--- config.mk ---
export PLATFORM = sky130hd
export DESIGN_NAME = mem_arbiter
export DESIGN_NICKNAME = d
export VERILOG_FILES = /design/src/rtl/mem_arbiter.sv
export SDC_FILE = /design/constraint.sdc
export NUM_CORES = 1
export LEC_CHECK = 0
export ABC_AREA = 1
export CORE_AREA = 3 3 97 99
export DETAILED_ROUTE_END_ITERATION = 16
export DIE_AREA = 0 0 100 102
export GPL_TIMING_DRIVEN = 0
export PLACE_DENSITY_LB_ADDON = 0.3
export SYNTH_ARGS = -nofsm -noshare
export SYNTH_HDL_FRONTEND = slang
export SYNTH_SLANG_ARGS = --single-unit
--- constraint.sdc ---
create_clock -name clk -period 1.6 [get_ports clk]
set_input_delay 0.32 -clock clk [delete_from_list [all_inputs] [get_ports clk]]
set_output_delay 0.32 -clock clk [all_outputs]
set_load 0.1 [all_outputs]
--- src/rtl/mem_arbiter.sv ---
// Shared single-port memory arbiter between instruction fetch and the MEM stage.
// Data wins by default; a starvation counter hands priority to fetch after STARVE_LIMIT denials.
//
// owner state | meaning
// ------------+------------------------------------------------------------
// OWN_NONE    | no read in flight (idle, store, or just out of reset)
// OWN_IF      | fetch read granted last cycle, if_rvalid this cycle
// OWN_DATA    | data load granted last cycle, d_rvalid this cycle
module mem_arbiter #(
  parameter int ADDR_WIDTH   = 10,
  parameter int STARVE_LIMIT = 4
) (
  input  logic                  clk,
  input  logic                  rst,
  input  logic                  if_req,
  input  logic [31:0]           if_addr,
  output logic                  if_gnt,
  output logic                  if_rvalid,
  output logic [31:0]           if_rdata,
  input  logic                  d_req,
  input  logic                  d_we,
  input  logic [31:0]           d_addr,
  input  logic [31:0]           d_wdata,
  input  logic [3:0]            d_be,
  output logic                  d_gnt,
  output logic                  d_rvalid,
  output logic [31:0]           d_rdata,
  output logic                  mem_en,
  output logic                  mem_we,
  output logic [ADDR_WIDTH-1:0] mem_addr,
  output logic [31:0]           mem_wdata,
  output logic [3:0]            mem_be,
  input  logic [31:0]           mem_rdata
);

  typedef enum logic [1:0] {
    OWN_NONE = 2'd0,
    OWN_IF   = 2'd1,
    OWN_DATA = 2'd2
  } owner_t;

  localparam logic [3:0] LIMIT = 4'(STARVE_LIMIT);

  owner_t     owner;
  logic [3:0] starve_cnt;
  logic       fetch_pri;

  assign fetch_pri = (starve_cnt == LIMIT);

  // Grants are gated by reset so nothing reaches the memory while rst is low.
  assign if_gnt = rst & if_req & (~d_req | fetch_pri);
  assign d_gnt  = rst & d_req & ~(if_req & fetch_pri);

  always_comb begin
    mem_en    = 1'b0;
    mem_we    = 1'b0;
    mem_addr  = '0;
    mem_wdata = '0;
    mem_be    = 4'b0000;
    if (if_gnt) begin
      mem_en   = 1'b1;
      mem_addr = if_addr[ADDR_WIDTH+1:2];
      mem_be   = 4'b1111;
    end else if (d_gnt) begin
      mem_en    = 1'b1;
      mem_we    = d_we;
      mem_addr  = d_addr[ADDR_WIDTH+1:2];
      mem_wdata = d_wdata;
      mem_be    = d_we ? d_be : 4'b1111;
    end
  end

  always_ff @(posedge clk or negedge rst) begin
    if (!rst) begin
      owner      <= OWN_NONE;
      starve_cnt <= 4'd0;
    end else begin
      if (if_gnt)
        owner <= OWN_IF;
      else if (d_gnt && !d_we)
        owner <= OWN_DATA;
      else
        owner <= OWN_NONE;

      if (if_gnt)
        starve_cnt <= 4'd0;
      else if (if_req && starve_cnt != LIMIT)
        starve_cnt <= starve_cnt + 4'd1;
    end
  end

  assign if_rvalid = (owner == OWN_IF);
  assign d_rvalid  = (owner == OWN_DATA);
  assign if_rdata  = if_rvalid ? mem_rdata : 32'd0;
  assign d_rdata   = d_rvalid  ? mem_rdata : 32'd0;

  // Address bits outside the word index alias onto the same memory word.
  logic unused_addr_bits;
  assign unused_addr_bits = ^{if_addr[31:ADDR_WIDTH+2], if_addr[1:0],
                              d_addr[31:ADDR_WIDTH+2], d_addr[1:0]};

endmodule

After elaboration in Yosys (flattened, before gate mapping)
Cells that the tools add are included.
{"block": "totals", "ff_bits": 6, "out_inout_bits": 116}
{"block": "classes", "n_addsub": 1, "muxes": 17, "bitwise": 8, "reduce_logical": 4, "eq_ne": 4}
{"operator": "2-to-1 mux 32 bit", "count": 4}
{"operator": "2-to-1 mux 10 bit", "count": 2}
{"operator": "2-to-1 mux 4 bit", "count": 5}
{"operator": "bitwise AND 1 bit", "count": 5}
{"operator": "adder 4 x 1 -> 4 bit, second input constant", "count": 1}
{"operator": "== test 4 x 3 -> 1 bit, second input constant", "count": 1}
{"operator": "2-to-1 mux 1 bit", "count": 4}
{"operator": "2-to-1 mux 2 bit", "count": 2}
{"operator": "!= test 4 x 3 -> 1 bit, second input constant", "count": 1}
{"operator": "== test 2 x 1 -> 1 bit, second input constant", "count": 1}
{"operator": "== test 2 bit, second input constant", "count": 1}
{"operator": "logical AND 1 bit", "count": 2}
{"operator": "inverter 1 bit", "count": 2}
{"operator": "nonzero test 2 bit", "count": 1}
{"operator": "logical NOT 1 bit", "count": 1}
{"operator": "bitwise OR 1 bit", "count": 1}

Depth between registers and ports, before layout
Gate-level depths: netlist of the first run.
{"block": "logic_depth", "depth_word": 7, "depth_mapped": 9, "ltp_nobuf": 8}

Worst setup path before layout of the first run
OpenSTA, ideal clock, no wires.
{"block": "synth_timing", "path_type": "register to output", "startpoint": "register owner[0]", "endpoint": "output d_rdata[10]", "slack_ps": -2190, "t_arrival_ps": 3470, "path_stages_with_launch": 5, "required_ps": 1280, "path_cell_list": "dfrtp_1 > nor2_1 > inv_1 > clkbuf_1 > nor2_1"}
{"block": "synth_between", "elab_chain_cells": 2}
{"element": "start, declared", "line": "44", "source": "owner_t owner;"}
{"element": "start signal, assigned", "line": "75", "source": "owner <= OWN_NONE;"}
{"element": "start signal, assigned", "line": "79", "source": "owner <= OWN_IF;"}
{"element": "start signal, assigned", "line": "81", "source": "owner <= OWN_DATA;"}
{"element": "== test 2 bit", "line": "93", "source": "assign d_rvalid = (owner == OWN_DATA);"}
{"element": "net d_rvalid", "line": "26", "source": "output logic d_rvalid,"}
{"element": "2-to-1 mux 32 bit", "line": "95", "source": "assign d_rdata = d_rvalid ? mem_rdata : 32'd0;"}
{"element": "end, declared", "line": "27", "source": "output logic [31:0] d_rdata,"}
The timed path passes the listed nets, and every way through them passes these cells.

Worst setup path in the final report of the first run
{"block": "layout_timing", "startpoint": "register starve_cnt[0]", "endpoint": "output mem_wdata[22]"}
{"block": "layout_between", "elab_chain_cells": 6, "word_cells_on_any_way": 8, "classes_between": "eq/ne (1); mux (2); bitwise (5)"}
{"element": "start, declared", "line": "45", "source": "logic [3:0] starve_cnt;"}
{"element": "start signal, assigned", "line": "88", "source": "starve_cnt <= starve_cnt + 4'd1;"}
{"element": "== test 4 x 3 -> 1 bit (*)", "line": "48", "source": "assign fetch_pri = (starve_cnt == LIMIT);"}
{"element": "bitwise AND 1 bit", "line": "52", "source": "assign d_gnt = rst & d_req & ~(if_req & fetch_pri);"}
{"element": "inverter 1 bit", "line": "52"}
{"element": "bitwise AND 1 bit", "line": "52"}
{"element": "2-to-1 mux 32 bit", "line": "64", "source": "end else if (d_gnt) begin"}
{"element": "2-to-1 mux 32 bit (*)", "line": "60", "source": "if (if_gnt) begin"}
{"element": "end, declared", "line": "31", "source": "output logic [31:0] mem_wdata,"}
Every way passes the cells marked *; elsewhere a longest branch is shown, timed or not.

==> key figures, run 1 <==
Drt
  – Total Wirelength: 9979 um
  – ANT nets after route: 0
  – Via/cell ratio: 4.178
  – Pre-antenna DRT Iters: 4
  – Residual DRC: 0
  – Via count: 2561
  – Initial DRC Count: 93
  – Routed len/inst: 16.28 um

Outcome
  – Outcome: finished with violations
  – Failing checks: setup timing

Place
  – Pre-CTS WS: -1.961 ns
  – I/O Buffers: 208
  – DPL Wire Length: 6326 um
  – Cell Area, Placed: 4626 um2
  – GP Congestion: 0.7979

Synthesis
  – Post-synth EDFFs: 0
  – Synth cell count leaders: nor2_1, inv_1, nand2_1
  – Dominant cells by area after synthesis: nor2_1, inv_1, nand2_1
  – Post-Syn Area per Cell: 4.621 um2
  – Yosys warns: 0
  – Post-synth cell types: 16
  – Area leader, netlist: nor2_1
  – #FFs+latches synth: 6
  – Synth Instances: 261
  – Dominant synthesized flop cell: dfrtp_1
  – Post-synth net total: 400
  – Async set-reset flop share out of synthesis: 100.0%
  – Mapped Area: 1206 um2
  – Top-count cell post-synth: nor2_1
  – Sequential-to-total area share from yosys stat: 12.45%
  – Top-area cell type share of the netlist area: 32.05%

STA
  – Final Setup Violations: 109
  – Fin. Hold Viols: 0
  – Final WS setup: -0.4601 ns
  – Max Slew Vio Count: 0
  – FMAX: 485.4 MHz
  – Post-layout min period: 2.060 ns
  – Tcrit/Tclk final: 128.8%
  – RSZ-0062 raised after global routing: true
  – Worst-margin pin slew: 0.3010 ns
  – Final Skew: 0.007871 ns
  – Slew margin rel.: 80.04%

Final layout
  – Final Cell Area: 6558 um2
  – Share of cells above drive strength 1: 61.98%
  – Number of nets in the layout: 646
  – ANT cells: 0
  – Area Overhead vs Synth: 443.7%
  – Fill cells: 499
  – Util after Layout: 75.93%

CTS
  – Root Buffer: clkbuf_8
  – Clock-pin transition on the worst setup and hold timing paths: 0.04 ns
  – Num CTS Buffers: 3
  – Longest Clk Path Bufs: 2
  – Sink Count: 6
  – H-tree depth: 1
  – CTS tree: done
  – Clock latency on the worst-skew pair: 0.23 ns

Die
  – Row count: 34
  – Die Area: 10200 um2
  – DIE WIDTH: 100 um
  – Core ar.: 8636 um2
  – IO Pins: 253
  – Die H: 102 um
  – Initial core utilization: 13.97%

Power and ir drop
  – Worst VDD drop: 0.3752 mV
  – Switch Pwr: 2156 uW
  – Switch share: 55.55%
  – Logic pwr share: 87.1%
  – Pwr Density: 591.8 nW/um2
  – Leakage power: 0.002785 uW
  – Seq pwr share: 6.7%
  – Clock network power share: 6.1%
  – Overall power: 3881 uW
  – Int Pwr: 1725 uW

Global route
  – Initial antenna violation count: 0
  – Largest net degree at the start of global routing: 11
  – Number of global-route vias before repair: 2805
  – GR Util All Layers: 17.77%
  – GR Overflow Total: 0
  – Global-route wire length before repair: 14430 um

Critical path
  – CP peak stage delay: 0.37 ns
  – Critical Path, Cell by Cell: inv_2 > ha_4 > nand4_1 > nand2_4 > buf_12 > buf_12 > buf_12 > nor2_4 > buf_12
  – CP endpoint kind: primary output
  – Data arrival, critical path: 1.74 ns
  – CP Max Fanout: 7
  – Buf+Inv Stages, Crit Path: 5
  – Slowest stage cell on the critical path: dfrtp_1
  – Top delay family on crit path: buffers and inverters
  – Critical path depth: 9
  – Most common cell on crit path: buf_12
  – Reg2Reg Depth: 7
  – R2R Setup Slk: 0.27 ns
  – CP Class: reg2out
  – Worst r2r src: starve_cnt[0]
  – FF-to-FF End: owner[1]
  – Startpoint Class: flop
  – Critical path endpoint: mem_wdata[22]
  – Critical path startpoint: starve_cnt[0]
  – Critical path required time: 1.28 ns

Min path
  – Hold Crit Class: in2async

Job
  – Max Cap Viol: 0
state kept, by name (all words and copies together), names as in the netlist:
signal,count
starve_cnt,4
owner,2
per-stage QoR:
step / hold slack (ns) / cells / setup TNS (ns)
3_3_place_gp: 0.5257 / 577 / -141.40
2_1_floorplan: 0.02441 / 261 / -32.42
4_1_cts: 0.02685 / 606 / -25.22
3_5_place_dp: 0.5343 / 577 / -143.94
6_report: 0.02535 / 613 / -25.07
5_1_grt: 0.03508 / 613 / -31.83
power groups by stage:
stage	combinational, uW	sequential [uW]	clock (uW)
after floorplan	1890	252	0
after global placement	2490	263	0
after detailed placement	2510	266	0
after CTS	3260	251	241
after global routing	3520	269	248
final	3380	262	239
worst min-delay path by stage:
stage,cells after the start,from,slack [ns],to
2_1_floorplan,0,rst,0.02,owner[0]
3_3_place_gp,2,starve_cnt[3],0.53,starve_cnt[3]
3_5_place_dp,2,starve_cnt[3],0.53,starve_cnt[3]
4_1_cts,1,rst,0.03,starve_cnt[2]
5_1_grt,1,rst,0.04,starve_cnt[2]
6_report,1,rst,0.03,starve_cnt[2]
what timing repair did:
item                                    CTS  global route
pin swaps                                19            16
setup endpoints to repair               119           116
endpoints found under the hold margin     0             0
gates cloned                              8             3
gates resized for setup                1070            50
setup buffers                            18             7
hold buffers                              0             0
metal layers:
layer,vias up,part of all wire (%),track usage (%),wire [um]
met5,-,0,0,0
met4,0,2.6,5.181,257
met3,19,11,5.802,1098
met2,171,55,35.61,5500
met1,1157,31,17.21,3123
li1,1214,-,-,-
area by class of cell:
cell class	count	area [um2]	share of cell area [%]
plain buffers	11	257.7	3.931
clock buffers	3	41.29	0.6297
inverters	76	306.5	4.675
multi-input cells	167	1937	29.54
flip-flops and latches	6	150.1	2.290
well taps	108	135.1	2.061
repair buffers	242	3730	56.88
cell families after synthesis:
family | synth area share (%)
simple gates | 52.49
flops | 12.45
xor+xnor | 0.7263
fa+ha+maj | 2.074
compound gates | 1.660
buf+inv | 30.60
cells in the final DEF (no fill, tap or decap):
cell type	instances
clkinvlp_4	1
inv_2	6
nor2_4	98
clkdlybuf4s15_2	1
buf_12	124
nand3_1	9
buf_4	13
inv_1	67
buf_8	2
clkbuf_4	1
dfrtp_1	6
nand2_8	23
buf_16	3
buf_6	6
nand2_2	1
nand2_4	11
nand3_4	1
clkdlybuf4s50_1	89
o21ai_4	4
nand2_1	10
nor2_1	5
nand4_1	2
clkbuf_16	12
ha_4	1
dlygate4sd2_1	2
ha_1	1
clkinv_8	1
clkbuf_8	3
inv_6	1
xor2_1	1
No activity file was read; power rests on OpenSTA's default activity.
==> inputs of run 2 (changes only) <==
--- a/config.mk
+++ b/config.mk
@@ -8,2 +8,3 @@
 export ABC_AREA = 1
+export ABC_CLOCK_PERIOD_IN_PS = 1600
 export CORE_AREA = 3 3 97 99
--- a/constraint.sdc
+++ b/constraint.sdc
@@ -3,2 +3,2 @@
 set_output_delay 0.32 -clock clk [all_outputs]
-set_load 0.1 [all_outputs]
+set_load 0.05 [all_outputs]
==> key figures, run 2 (synthesized netlist as in run 1, its figures left out) <==
Place
  – DPL Wire Length: 6130 um
  – Pre-CTS WS: -1.477 ns
  – I/O Buffers: 208
  – Placed cells: 577
  – GP Congestion: 0.7652

STA
  – Tcrit/Tclk final: 120.2%
  – Final Setup Violations: 79
  – Min Hold Slack: 0.03358 ns
  – Worst-margin pin slew: 0.2520 ns
  – Fin. Hold Viols: 0
  – Final Skew: 0.0005577 ns
  – Final WS setup: -0.3238 ns
  – RSZ-0062 raised after global routing: true
  – Slew margin rel.: 83.20%
  – FMAX: 519.8 MHz
  – Post-layout min period: 1.924 ns
  – Final setup TNS: -14.52 ns
  – Max Slew Vio Count: 0

Die
  – Core ar.: 8636 um2
  – Row count: 34
  – IO Pins: 253
  – DIE WIDTH: 100 um
  – Die H: 102 um
  – Die Area: 10200 um2
  – Initial core utilization: 13.97%

Drt
  – Residual DRC: 0
  – Pre-antenna DRT Iters: 4
  – Total Wirelength: 7531 um
  – Routed len/inst: 12.59 um
  – ANT nets after route: 0
  – Initial DRC Count: 49
  – Via count: 2387
  – Via/cell ratio: 3.992

Final layout
  – Area Overhead vs Synth: 311.1%
  – Finished Layout Cells: 598
  – Number of nets in the layout: 631
  – Biggest regs: starve_cnt x4, owner x2
  – Max FFs per register: 4
  – ANT cells: 0
  – Commonest non-fill, non-tap cell in the layout: clkdlybuf4s50_1
  – Most frequent cells in the layout: clkdlybuf4s50_1, buf_6, inv_1
  – Largest Register: starve_cnt
  – Share of cells above drive strength 1: 58.78%

CTS
  – Sink Count: 6
  – Clock-pin transition on the worst setup and hold timing paths: 0.03 ns
  – CTS tree: done
  – Clock latency on the worst-skew pair: 0.22 ns
  – Root Buffer: clkbuf_8
  – Num CTS Buffers: 3
  – Longest Clk Path Bufs: 2
  – H-tree depth: 1

Global route
  – GR Overflow Total: 0
  – Initial antenna violation count: 0
  – Global-route wire length before repair: 11420 um
  – GR Util All Layers: 13.47%
  – Largest net degree at the start of global routing: 11
  – Number of global-route vias before repair: 2452

Power and ir drop
  – Pwr Density: 538.5 nW/um2
  – Leakage power: 0.002356 uW
  – Worst VDD drop: 0.3351 mV

Critical path
  – CP Max Fanout: 5
  – CP peak stage delay: 0.39 ns
  – Startpoint Class: flop
  – R2R Setup Slk: 0.32 ns
  – Top delay family on crit path: buffers and inverters
  – Data arrival, critical path: 1.60 ns
  – CP Class: reg2out
  – CP endpoint kind: primary output
  – Slowest stage cell on the critical path: dfrtp_1
  – Buf+Inv Stages, Crit Path: 4
  – Critical Path, Cell by Cell: inv_2 > ha_4 > nand4_1 > nand2_4 > buf_12 > clkbuf_16 > nor2_4 > buf_8
  – Critical path required time: 1.28 ns

Outcome
  – Outcome: finished with violations
  – Failing checks: setup timing

Job
  – Max Cap Viol: 0

Min path
  – Hold Crit Class: in2async
[run 2: final timing paths]
kind                       cells past startpoint       endpoint     startpoint
min                                            1  starve_cnt[1]            rst
min reg2reg                                    2  starve_cnt[3]  starve_cnt[3]
max reg2reg                                    7  starve_cnt[2]  starve_cnt[0]
max in group asynchronous                      1       owner[0]            rst
min in group clk                               2  starve_cnt[3]  starve_cnt[3]
max                                            8  mem_wdata[30]  starve_cnt[0]
[run 2: report_power, final]
part / internal, uW / total (uW) / switching (uW)
sequential: 203 / 259 / 56.0
combinational: 954 / 2190 / 1230
clock: 161 / 223 / 62.0
[run 2: cell type report]
type / instances / area [um2]
Timing Repair Buffer: 226 / 2552
Fill cell: 728 / 3677
Sequential cell: 6 / 151.4
Inverter: 76 / 297.8
Clock buffer: 3 / 41.29
Multi-Input combinational cell: 167 / 1533
Tap cell: 108 / 135.1
Buffer: 12 / 247.7
[run 2: per-stage QoR]
stage               util [%]  area [um2]  power (uW)
floorplan                  -        1948        1406
global placement       48.23        4165        2015
detailed placement     48.23        4165        2040
CTS                    53.10        4586        2541
global route           57.42        4959        2827
finish                 57.42        4959        2670
[run 2: repair_timing]
| item | CTS | global route |
|---|---|---|
| cloned | 3 | 5 |
| hold buffers | 0 | 0 |
| pin swaps | 6 | 6 |
| setup buffers | 8 | 3 |
| setup endpoints to repair | 117 | 110 |
| resized for setup | 833 | 94 |
[run 2: worst reg2reg max path, stage by stage (launching register included)]
cell	delay, ns
dfrtp_1	0.39
inv_2	0.09
ha_4	0.14
nand3_2	0.09
nand2_1	0.16
nand2_1	0.14
nand3_1	0.11
nand2_1	0.06
[run 2: per-layer routing]
layer / wire, um / GRT usage, % / vias up
met5: 0 / 0 / -
met2: 4095 / 26.17 / 158
met4: 76 / 2.902 / 0
met1: 2309 / 13.61 / 1045
met3: 1050 / 5.188 / 6
li1: - / - / 1178
